File: src/rtl/if_id_stage.sv
// IF/ID pipeline register with RV32I field/immediate decode and valid/ready handshake.
// Optional feature macro: IF_ID_SKID_EN selects a two-entry skid buffer with a registered in_ready.
module if_id_stage #(
    parameter int XLEN = 32,
    parameter int PC_W = 32
) (
    input  logic            clk,
    input  logic            rst,
    input  logic            in_valid,
    output logic            in_ready,
    input  logic [31:0]     in_instr,
    input  logic [PC_W-1:0] in_pc,
    input  logic            flush,
    output logic            out_valid,
    input  logic            out_ready,
    output logic [PC_W-1:0] out_pc,
    output logic [6:0]      out_opcode,
    output logic [4:0]      out_rd,
    output logic [4:0]      out_rs1,
    output logic [4:0]      out_rs2,
    output logic [2:0]      out_funct3,
    output logic [6:0]      out_funct7,
    output logic [XLEN-1:0] out_imm,
    output logic [2:0]      out_fmt,
    output logic            out_rs1_used,
    output logic            out_rs2_used,
    output logic            out_rd_we
);
    localparam logic [2:0] FMT_R   = 3'd0;
    localparam logic [2:0] FMT_I   = 3'd1;
    localparam logic [2:0] FMT_S   = 3'd2;
    localparam logic [2:0] FMT_B   = 3'd3;
    localparam logic [2:0] FMT_U   = 3'd4;
    localparam logic [2:0] FMT_J   = 3'd5;
    localparam logic [2:0] FMT_ILL = 3'd7;

    typedef struct packed {
        logic [PC_W-1:0] pc;
        logic [6:0]      opcode;
        logic [4:0]      rd;
        logic [4:0]      rs1;
        logic [4:0]      rs2;
        logic [2:0]      funct3;
        logic [6:0]      funct7;
        logic [XLEN-1:0] imm;
        logic [2:0]      fmt;
        logic            rs1_used;
        logic            rs2_used;
        logic            rd_we;
    } entry_t;

    entry_t      dec_c;
    logic [2:0]  fmt_c;
    logic        rs1_v, rs2_v, rd_v, f7_v;
    logic [31:0] imm32_c;

    // Input-side decode; fields that the format does not use are forced to zero.
    always_comb begin
        case (in_instr[6:0])
            7'b0110011:                                     fmt_c = FMT_R;
            7'b0010011, 7'b0000011, 7'b1100111, 7'b1110011: fmt_c = FMT_I;
            7'b0100011:                                     fmt_c = FMT_S;
            7'b1100011:                                     fmt_c = FMT_B;
            7'b0110111, 7'b0010111:                         fmt_c = FMT_U;
            7'b1101111:                                     fmt_c = FMT_J;
            default:                                        fmt_c = FMT_ILL;
        endcase
        rs1_v = (fmt_c == FMT_R) || (fmt_c == FMT_I) || (fmt_c == FMT_S) || (fmt_c == FMT_B);
        rs2_v = (fmt_c == FMT_R) || (fmt_c == FMT_S) || (fmt_c == FMT_B);
        rd_v  = (fmt_c == FMT_R) || (fmt_c == FMT_I) || (fmt_c == FMT_U) || (fmt_c == FMT_J);
        f7_v  = (fmt_c == FMT_R);
        case (fmt_c)
            FMT_I:   imm32_c = {{20{in_instr[31]}}, in_instr[31:20]};
            FMT_S:   imm32_c = {{20{in_instr[31]}}, in_instr[31:25], in_instr[11:7]};
            FMT_B:   imm32_c = {{19{in_instr[31]}}, in_instr[31], in_instr[7],
                                in_instr[30:25], in_instr[11:8], 1'b0};
            FMT_U:   imm32_c = {in_instr[31:12], 12'b0};
            FMT_J:   imm32_c = {{11{in_instr[31]}}, in_instr[31], in_instr[19:12],
                                in_instr[20], in_instr[30:21], 1'b0};
            default: imm32_c = 32'd0;
        endcase
        dec_c.pc       = in_pc;
        dec_c.opcode   = in_instr[6:0];
        dec_c.rd       = rd_v  ? in_instr[11:7]  : 5'd0;
        dec_c.rs1      = rs1_v ? in_instr[19:15] : 5'd0;
        dec_c.rs2      = rs2_v ? in_instr[24:20] : 5'd0;
        dec_c.funct3   = rs1_v ? in_instr[14:12] : 3'd0;
        dec_c.funct7   = f7_v  ? in_instr[31:25] : 7'd0;
        dec_c.imm      = XLEN'($signed(imm32_c));
        dec_c.fmt      = fmt_c;
        dec_c.rs1_used = rs1_v;
        dec_c.rs2_used = rs2_v;
        dec_c.rd_we    = rd_v && (in_instr[11:7] != 5'd0);
    end

    entry_t main_q, main_d;
    logic   accept, xfer;

    assign accept = in_valid && in_ready;
    assign xfer   = out_valid && out_ready;

`ifdef IF_ID_SKID_EN
    typedef enum logic [1:0] {ST_EMPTY = 2'd0, ST_MAIN = 2'd1, ST_FULL = 2'd2} state_t;

    state_t state_q, state_d;
    entry_t skid_q, skid_d;
    logic   ready_q;

    // ready_q already reflects the upcoming state, so in_ready never sees out_ready.
    assign in_ready = ready_q && !rst;

    always_ff @(posedge clk) begin
        if (rst) begin
            state_q <= ST_EMPTY;
            ready_q <= 1'b1;
            main_q  <= '0;
            skid_q  <= '0;
        end else begin
            state_q <= state_d;
            ready_q <= (state_d != ST_FULL);
            main_q  <= main_d;
            skid_q  <= skid_d;
        end
    end

    always_comb begin
        state_d = state_q;
        main_d  = main_q;
        skid_d  = skid_q;
        case (state_q)
            ST_EMPTY: begin
                if (accept) begin
                    main_d  = dec_c;
                    state_d = ST_MAIN;
                end
            end
            ST_MAIN: begin
                if (accept && xfer) begin
                    main_d = dec_c;
                end else if (accept) begin
                    skid_d  = dec_c;
                    state_d = ST_FULL;
                end else if (xfer) begin
                    state_d = ST_EMPTY;
                end
            end
            ST_FULL: begin
                if (xfer) begin
                    main_d  = skid_q;
                    state_d = ST_MAIN;
                end
            end
            default: state_d = ST_EMPTY;
        endcase
        if (flush) begin
            state_d = ST_EMPTY;
        end
    end

    always_comb begin
        out_valid = (state_q != ST_EMPTY);
    end
`else
    logic vld_q, vld_d;

    assign in_ready = !rst && (!vld_q || out_ready);

    always_ff @(posedge clk) begin
        if (rst) begin
            vld_q  <= 1'b0;
            main_q <= '0;
        end else begin
            vld_q  <= vld_d;
            main_q <= main_d;
        end
    end

    always_comb begin
        vld_d  = vld_q;
        main_d = main_q;
        if (flush) begin
            vld_d = 1'b0;
        end else if (accept) begin
            vld_d  = 1'b1;
            main_d = dec_c;
        end else if (xfer) begin
            vld_d = 1'b0;
        end
    end

    assign out_valid = vld_q;
`endif

    assign out_pc       = main_q.pc;
    assign out_opcode   = main_q.opcode;
    assign out_rd       = main_q.rd;
    assign out_rs1      = main_q.rs1;
    assign out_rs2      = main_q.rs2;
    assign out_funct3   = main_q.funct3;
    assign out_funct7   = main_q.funct7;
    assign out_imm      = main_q.imm;
    assign out_fmt      = main_q.fmt;
    assign out_rs1_used = main_q.rs1_used;
    assign out_rs2_used = main_q.rs2_used;
    assign out_rd_we    = main_q.rd_we;

endmodule

File: config.mk
export PLATFORM = sky130hd
export DESIGN_NAME = if_id_stage
export DESIGN_NICKNAME = d
export VERILOG_FILES = /design/src/rtl/if_id_stage.sv
export SDC_FILE = /design/constraint.sdc
export NUM_CORES = 1
export LEC_CHECK = 0
export BUFFER_PORTS_ARGS = -buffer_cell sky130_fd_sc_hd__buf_4
export CORE_ASPECT_RATIO = 1.2
export CORE_MARGIN = 2
export CORE_UTILIZATION = 43
export DETAILED_ROUTE_END_ITERATION = 8
export PLACE_DENSITY = 0.85
export SLEW_MARGIN = 20
export SYNTH_ARGS = -nofsm -noshare
export SYNTH_HDL_FRONTEND = slang
export SYNTH_SLANG_ARGS = --single-unit
File: constraint.sdc
create_clock -name clk -period 3.1 [get_ports clk]
set_input_delay 0.62 -clock clk [delete_from_list [all_inputs] [get_ports clk]]
set_output_delay 0.62 -clock clk [all_outputs]
set_load 0.005 [all_outputs]
==> impl_metrics.yaml, run 1 <==
pwr:
  seqPwrFrac: 0.538
  p_per_area_nw_per_um2: 443
  p_int_mw: 1.93
  power_switching_mw: 0.583
  clkPwrFrac: 0.367
  comb_power_share: 0.096
  switching_share: 0.232
  leakage_nw: 2.47
  ir_drop_mv: 0.267
  power_mw: 2.52
synth:
  netlist_area_um2: 4070
  synth_common_cells: "112 x nand2_1, 103 x dfxtp_1, 56 x a21oi_1, 23 x clkbuf_1, 21 x nor2_1"
  yosysTopAreaCell: "dfxtp_1"
  netlist_top_cells_area: "dfxtp_1 51%, nand2_1 10%, a21oi_1 6.9%"
  synth_nets: 526
  synth.avg_cell_area_um2: 8.93
  ys_ff_latch: 103
  async_flop_share: 0
  synth_ff_type: "dfxtp_1"
  syn_inst: 456
  yosys.cell_count.top_type: "nand2_1"
  synth.top_cell.area_share: 0.506
  ys_seq_area_frac: 0.506
  synth_edf_count: 0
  ys_types: 56
  yosysWarnings: 0
final_layout:
  fin_cells: 740
  final_util: 0.623
  layout.nets: 685
  stdcell_area_um2: 5680
  n_fill_cell: 785
  n_antenna_cell: 0
  drive_gt1_frac: 0.350
  area_growth_pct: 39.5
route:
  ant_nets: 0
  drt-total-wl_mm: 11.6
  wl_per_cell_um: 15.7
  drc: 0
  firstDrtPassIters: 4
  vias: 3995
  drt_iter0_drc: 233
  vias_per_cell: 5.40
clock_network:
  cts_resized: 0
  clock_latency_ns: 0.37
  cts_buffers: 9
  cts_tree: "built"
  path_clk_slew_ns: 0.09
  h-tree-depth: 3
  postCtsHoldBufs: 0
  clock-sinks: 103
  cts_buffer_depth: 2
  cts_root_buf: "clkbuf_8"
  post-cts-setup-buffers: 0
sta:
  finalSetupTns_ns: 0
  fin_crit_ns: 2.63
  rsz0062_at_grt: "false"
  setup_viol: 0
  timing.hold.ws_ns: 0.460
  fin_skew_ns: 0.00640
  fin_crit_sh: 0.848
  fin_ws_ns: 0.471
  drv_slew: 0
  slew_headroom: 0.533
  fmax_mhz: 380
  worst_slew_pin_slew_ns: 0.701
  hold_viol: 0
grt:
  grt_use_total: 0.220
  grt_max_degree: 60
  grt_pass1_wl_mm: 18.6
  grt.overflow.total: 0
  antenna_found_initial: 0
  grt_pass1_vias: 3813
worst_setup_path:
  cp_cell_sequence: "buf_4, and4b_1, o2111a_1, inv_2, ha_1, inv_1, o31a_1, o21bai_4, o2111a_1, a311o_1"
  cp_num_buf_inv: 3
  cpPeakStageDelay_ns: 0.42
  crit_type: "input pin to register"
  start_kind: "input pin"
  critPathMaxFanout: 12
  crit_family: "compound AO/OA/AOI/OAI gates"
  critPathArrivalTime_ns: 2.90
  required_ns: 3.37
  timing.critical_path.mode_cell: "o2111a_1"
  critPathCaptureType: "register"
  critPathSlowestCell: "o2111a_1"
floorplan:
  initial_core_util: 0.446
  pin_count: 173
  fp.dieH_um: 111
  core_um2: 9130
  rows: 38
  die_width_um: 92.9
  dieArea_um2: 10300
placed_design:
  hpwl_mm: 8.64
  pre_cts_ws_ns: 0.119
  placed_cell_area_um2: 5460
  placed_cells: 724
  place_congestion: 0.932
  io_buffers: 172
worst_hold_path:
  hp-class: "register to register"
status:
  outcome: "finished clean"
run:
  cap_violations: 0
-- kinds of logic after synthesis --
family | synth area share
AO/OA/AOI/OAI | 0.235
XOR/XNOR | 0.00215
adder cells (fa/ha/maj) | 0.00307
buffers and inverters | 0.0427
flip-flops | 0.506
AND/OR/NAND/NOR | 0.211
-- worst reg2reg max path: stages, from the launching register on --
cell      delay, ns
dfxtp_1        0.33
nand2b_1       0.16
and3_2         0.38
o21ai_0        0.21
nor2_1         0.49
a32o_1         0.25
-- layout make-up --
type	instances	area (um2)	share of cell area
sequential	103	2060	0.363
multi-input combinational	314	1860	0.327
timing repair buffer	183	1370	0.242
tap	120	150	0.0264
clock buffer	11	141	0.0249
clock inverter	5	81.3	0.0143
inverter	4	15.0	0.00264
-- registers in the layout, summed over array words and instances, names as in the netlist --
| signal | flops |
|---|---|
| out_rd | 5 |
| out_fmt | 3 |
| out_rs1_used | 1 |
| out_rs2 | 5 |
| out_funct7 | 7 |
| out_funct3 | 3 |
| out_pc | 32 |
| out_rd_we | 1 |
| out_opcode | 7 |
| out_valid | 1 |
| out_imm | 32 |
| out_rs1 | 5 |
| out_rs2_used | 1 |
-- path summary, 6_finish.rpt --
path	startpoint	endpoint	slack [ns]	cells past startpoint
worst max-delay path	in_instr[4]	out_imm[20]	0.47	10
worst min-delay path	out_funct7[5]	out_funct7[5]	0.46	2
worst max register to register	out_valid	out_imm[8]	1.25	5
worst min register to register	out_funct7[5]	out_funct7[5]	0.46	2
-- cells in the final DEF (no fill, tap or decap), types with 2 or more instances in the layout --
master     Yosys  layout
a211o_1        2       2
nand4_1        6       6
a32oi_1        9       9
o2111a_1       2       2
or2_2          2       2
nor4b_4        2       2
a31oi_4        1       2
dfxtp_1      103     103
buf_4          2     183
a211oi_1       2       2
clkbuf_8       0      10
bufinv_16      0       2
a22oi_1        2       2
a41o_2         4       4
o31ai_1        5       5
and2_1         4       4
inv_1          3       3
nor2_1        21      21
nand3_1        7       6
a21oi_1       56      56
nor2b_1        2       2
and4b_1        2       2
a32o_1        12      12
a22o_1         2       2
nor3_1         5       5
or3_4          2       2
o21ai_0       17      17
nand4b_1       2       2
nand2_1      112     112
a221o_1       10      10
-- power groups by stage --
stage	combinational (mW)	sequential (mW)	clock, mW
4_1_cts	0.241	1.35	0.944
2_1_floorplan	0.100	1.39	0
3_5_place_dp	0.240	1.38	0
6_report	0.241	1.35	0.923
3_3_place_gp	0.234	1.38	0
5_1_grt	0.262	1.36	1.00
-- metal layers --
layer	wire length, um	global-route usage	up-vias
met5	0	0	-
met4	201	0.0853	0
met3	734	0.0409	17
met2	5960	0.374	152
met1	4730	0.274	1880
li1	-	-	1946
No activity file was read; power rests on OpenSTA's default activity.
==> inputs of run 2 (changes only) <==
CORE_UTILIZATION = 47   (was 43)
PLACE_DENSITY = 0.88   (was 0.85)
clock period = 2.7 ns   (was 3.1 ns; I/O delays follow)
==> impl_metrics.yaml, run 2 (synthesized netlist as in run 1, its figures left out) <==
sta:
  timing.hold.ws_ns: 0.405
  rsz0062_at_grt: "false"
  fin_crit_sh: 0.883
  drv_slew: 0
  slew_headroom: 0.584
  fmax_mhz: 420
  fin_crit_ns: 2.38
  worst_slew_pin_slew_ns: 0.624
  hold_viol: 0
  fin_skew_ns: 0.00717
  setup_viol: 0
worst_setup_path:
  crit_path_start: "in_instr[3]"
  required_ns: 3.02
  r2r-start: "out_valid"
  ff2ff_path_depth: 4
  critPathMaxFanout: 10
  critPathCaptureType: "register"
  crit_type: "input pin to register"
  start_kind: "input pin"
  critPathArrivalTime_ns: 2.70
pwr:
  p_int_mw: 2.03
  ir_drop_mv: 0.322
  comb_power_share: 0.106
  power_switching_mw: 0.708
  p_per_area_nw_per_um2: 479
  clkPwrFrac: 0.325
  seqPwrFrac: 0.569
  switching_share: 0.259
  leakage_nw: 2.48
route:
  ant_nets: 0
  wl_per_cell_um: 16.0
  firstDrtPassIters: 4
  vias: 4110
  drt_iter0_drc: 194
  drt-total-wl_mm: 11.9
  drc: 0
  vias_per_cell: 5.52
clock_network:
  cts_tree: "built"
  cts_resized: 0
  post-cts-setup-buffers: 0
  postCtsHoldBufs: 0
  h-tree-depth: 3
  clock-sinks: 103
  cts_buffers: 9
  path_clk_slew_ns: 0.10
  cts_root_buf: "clkbuf_8"
  cts_buffer_depth: 2
  clock_latency_ns: 0.37
floorplan:
  fp.dieH_um: 106
  dieArea_um2: 9430
  initial_core_util: 0.478
  rows: 37
  pin_count: 173
  core_um2: 8520
  die_width_um: 89.0
placed_design:
  place_congestion: 0.880
  hpwl_mm: 9.13
  placed_cells: 728
  io_buffers: 172
grt:
  antenna_found_initial: 0
  grt_pass1_wl_mm: 18.8
  grt_pass1_vias: 4082
  grt_use_total: 0.254
  grt.overflow.total: 0
  grt_max_degree: 59
final_layout:
  area_growth_pct: 40.2
  n_antenna_cell: 0
  drive_gt1_frac: 0.365
  layout_common_cells: "190 x buf_4, 112 x nand2_1, 103 x dfxtp_1"
  mostFrequentLayoutCell: "buf_4"
  layout.nets: 692
  fin_cells: 744
status:
  outcome: "finished clean"
worst_hold_path:
  hold_depth: 3
  hp-start: "in_pc[21]"
  hp-class: "input pin to register"
run:
  cap_violations: 0
==> run 2: cell count changes in the layout (fill, tap and decap cells not counted), sizes merged <==
cell | previous run | this run
buf | 183 | 190
clkbuf | 11 | 9
clkinvlp | 1 | 3
bufinv | 2 | 0
inv | 4 | 6
==> run 2: per-layer routing <==
layer / share of wire / GRT usage / wire [um]
met4: 0.033 / 0.120 / 392
met5: 0 / 0 / 0
met1: 0.38 / 0.280 / 4550
met3: 0.090 / 0.0831 / 1080
met2: 0.50 / 0.434 / 5910
==> run 2: layout make-up <==
cell class | instances | area [um2]
flip-flops and latches | 103 | 2060
clock inverters | 7 | 56.3
inverters | 4 | 17.5
well taps | 117 | 146
multi-input cells | 314 | 1880
repair buffers | 190 | 1430
clock buffers | 9 | 124
fillers | 728 | 2810
==> run 2: final timing paths <==
check | to | slack [ns]
worst max-delay path | out_imm[24] | 0.32
worst min-delay path | out_pc[21] | 0.40
worst max register to register | out_imm[24] | 0.81
worst min register to register | out_pc[23] | 0.46
==> run 2: per-stage QoR <==
| step | TNS (ns) | instance area, um2 | utilization | power [mW] | setup slack (ns) |
|---|---|---|---|---|---|
| floorplan | -0.567 | 4130 | - | 1.71 | -0.0574 |
| global placement | 0 | 5530 | 0.649 | 1.87 | 0.0215 |
| detailed placement | -0.311 | 5530 | 0.649 | 1.88 | -0.0521 |
| CTS | 0 | 5710 | 0.670 | 2.75 | 0.336 |
| global route | 0 | 5710 | 0.670 | 2.84 | 0.139 |
| finish | 0 | 5710 | 0.670 | 2.73 | 0.317 |
==> run 2: critical path, stage by stage <==
cell      delay, ns
buf_4          0.14
nand4b_4       0.18
nor3_1         0.21
inv_1          0.13
ha_4           0.19
inv_2          0.05
o31a_1         0.24
o21bai_4       0.11
buf_4          0.18
nor4b_4        0.48
a221o_1        0.25
==> run 2: power by group through the flow <==
stage / Clock [mW] / Combinational [mW] / Sequential [mW]
floorplan: 0 / 0.122 / 1.59
finish: 0.888 / 0.290 / 1.56
CTS: 0.909 / 0.289 / 1.56
global route: 0.968 / 0.315 / 1.56
detailed placement: 0 / 0.288 / 1.59
global placement: 0 / 0.281 / 1.59
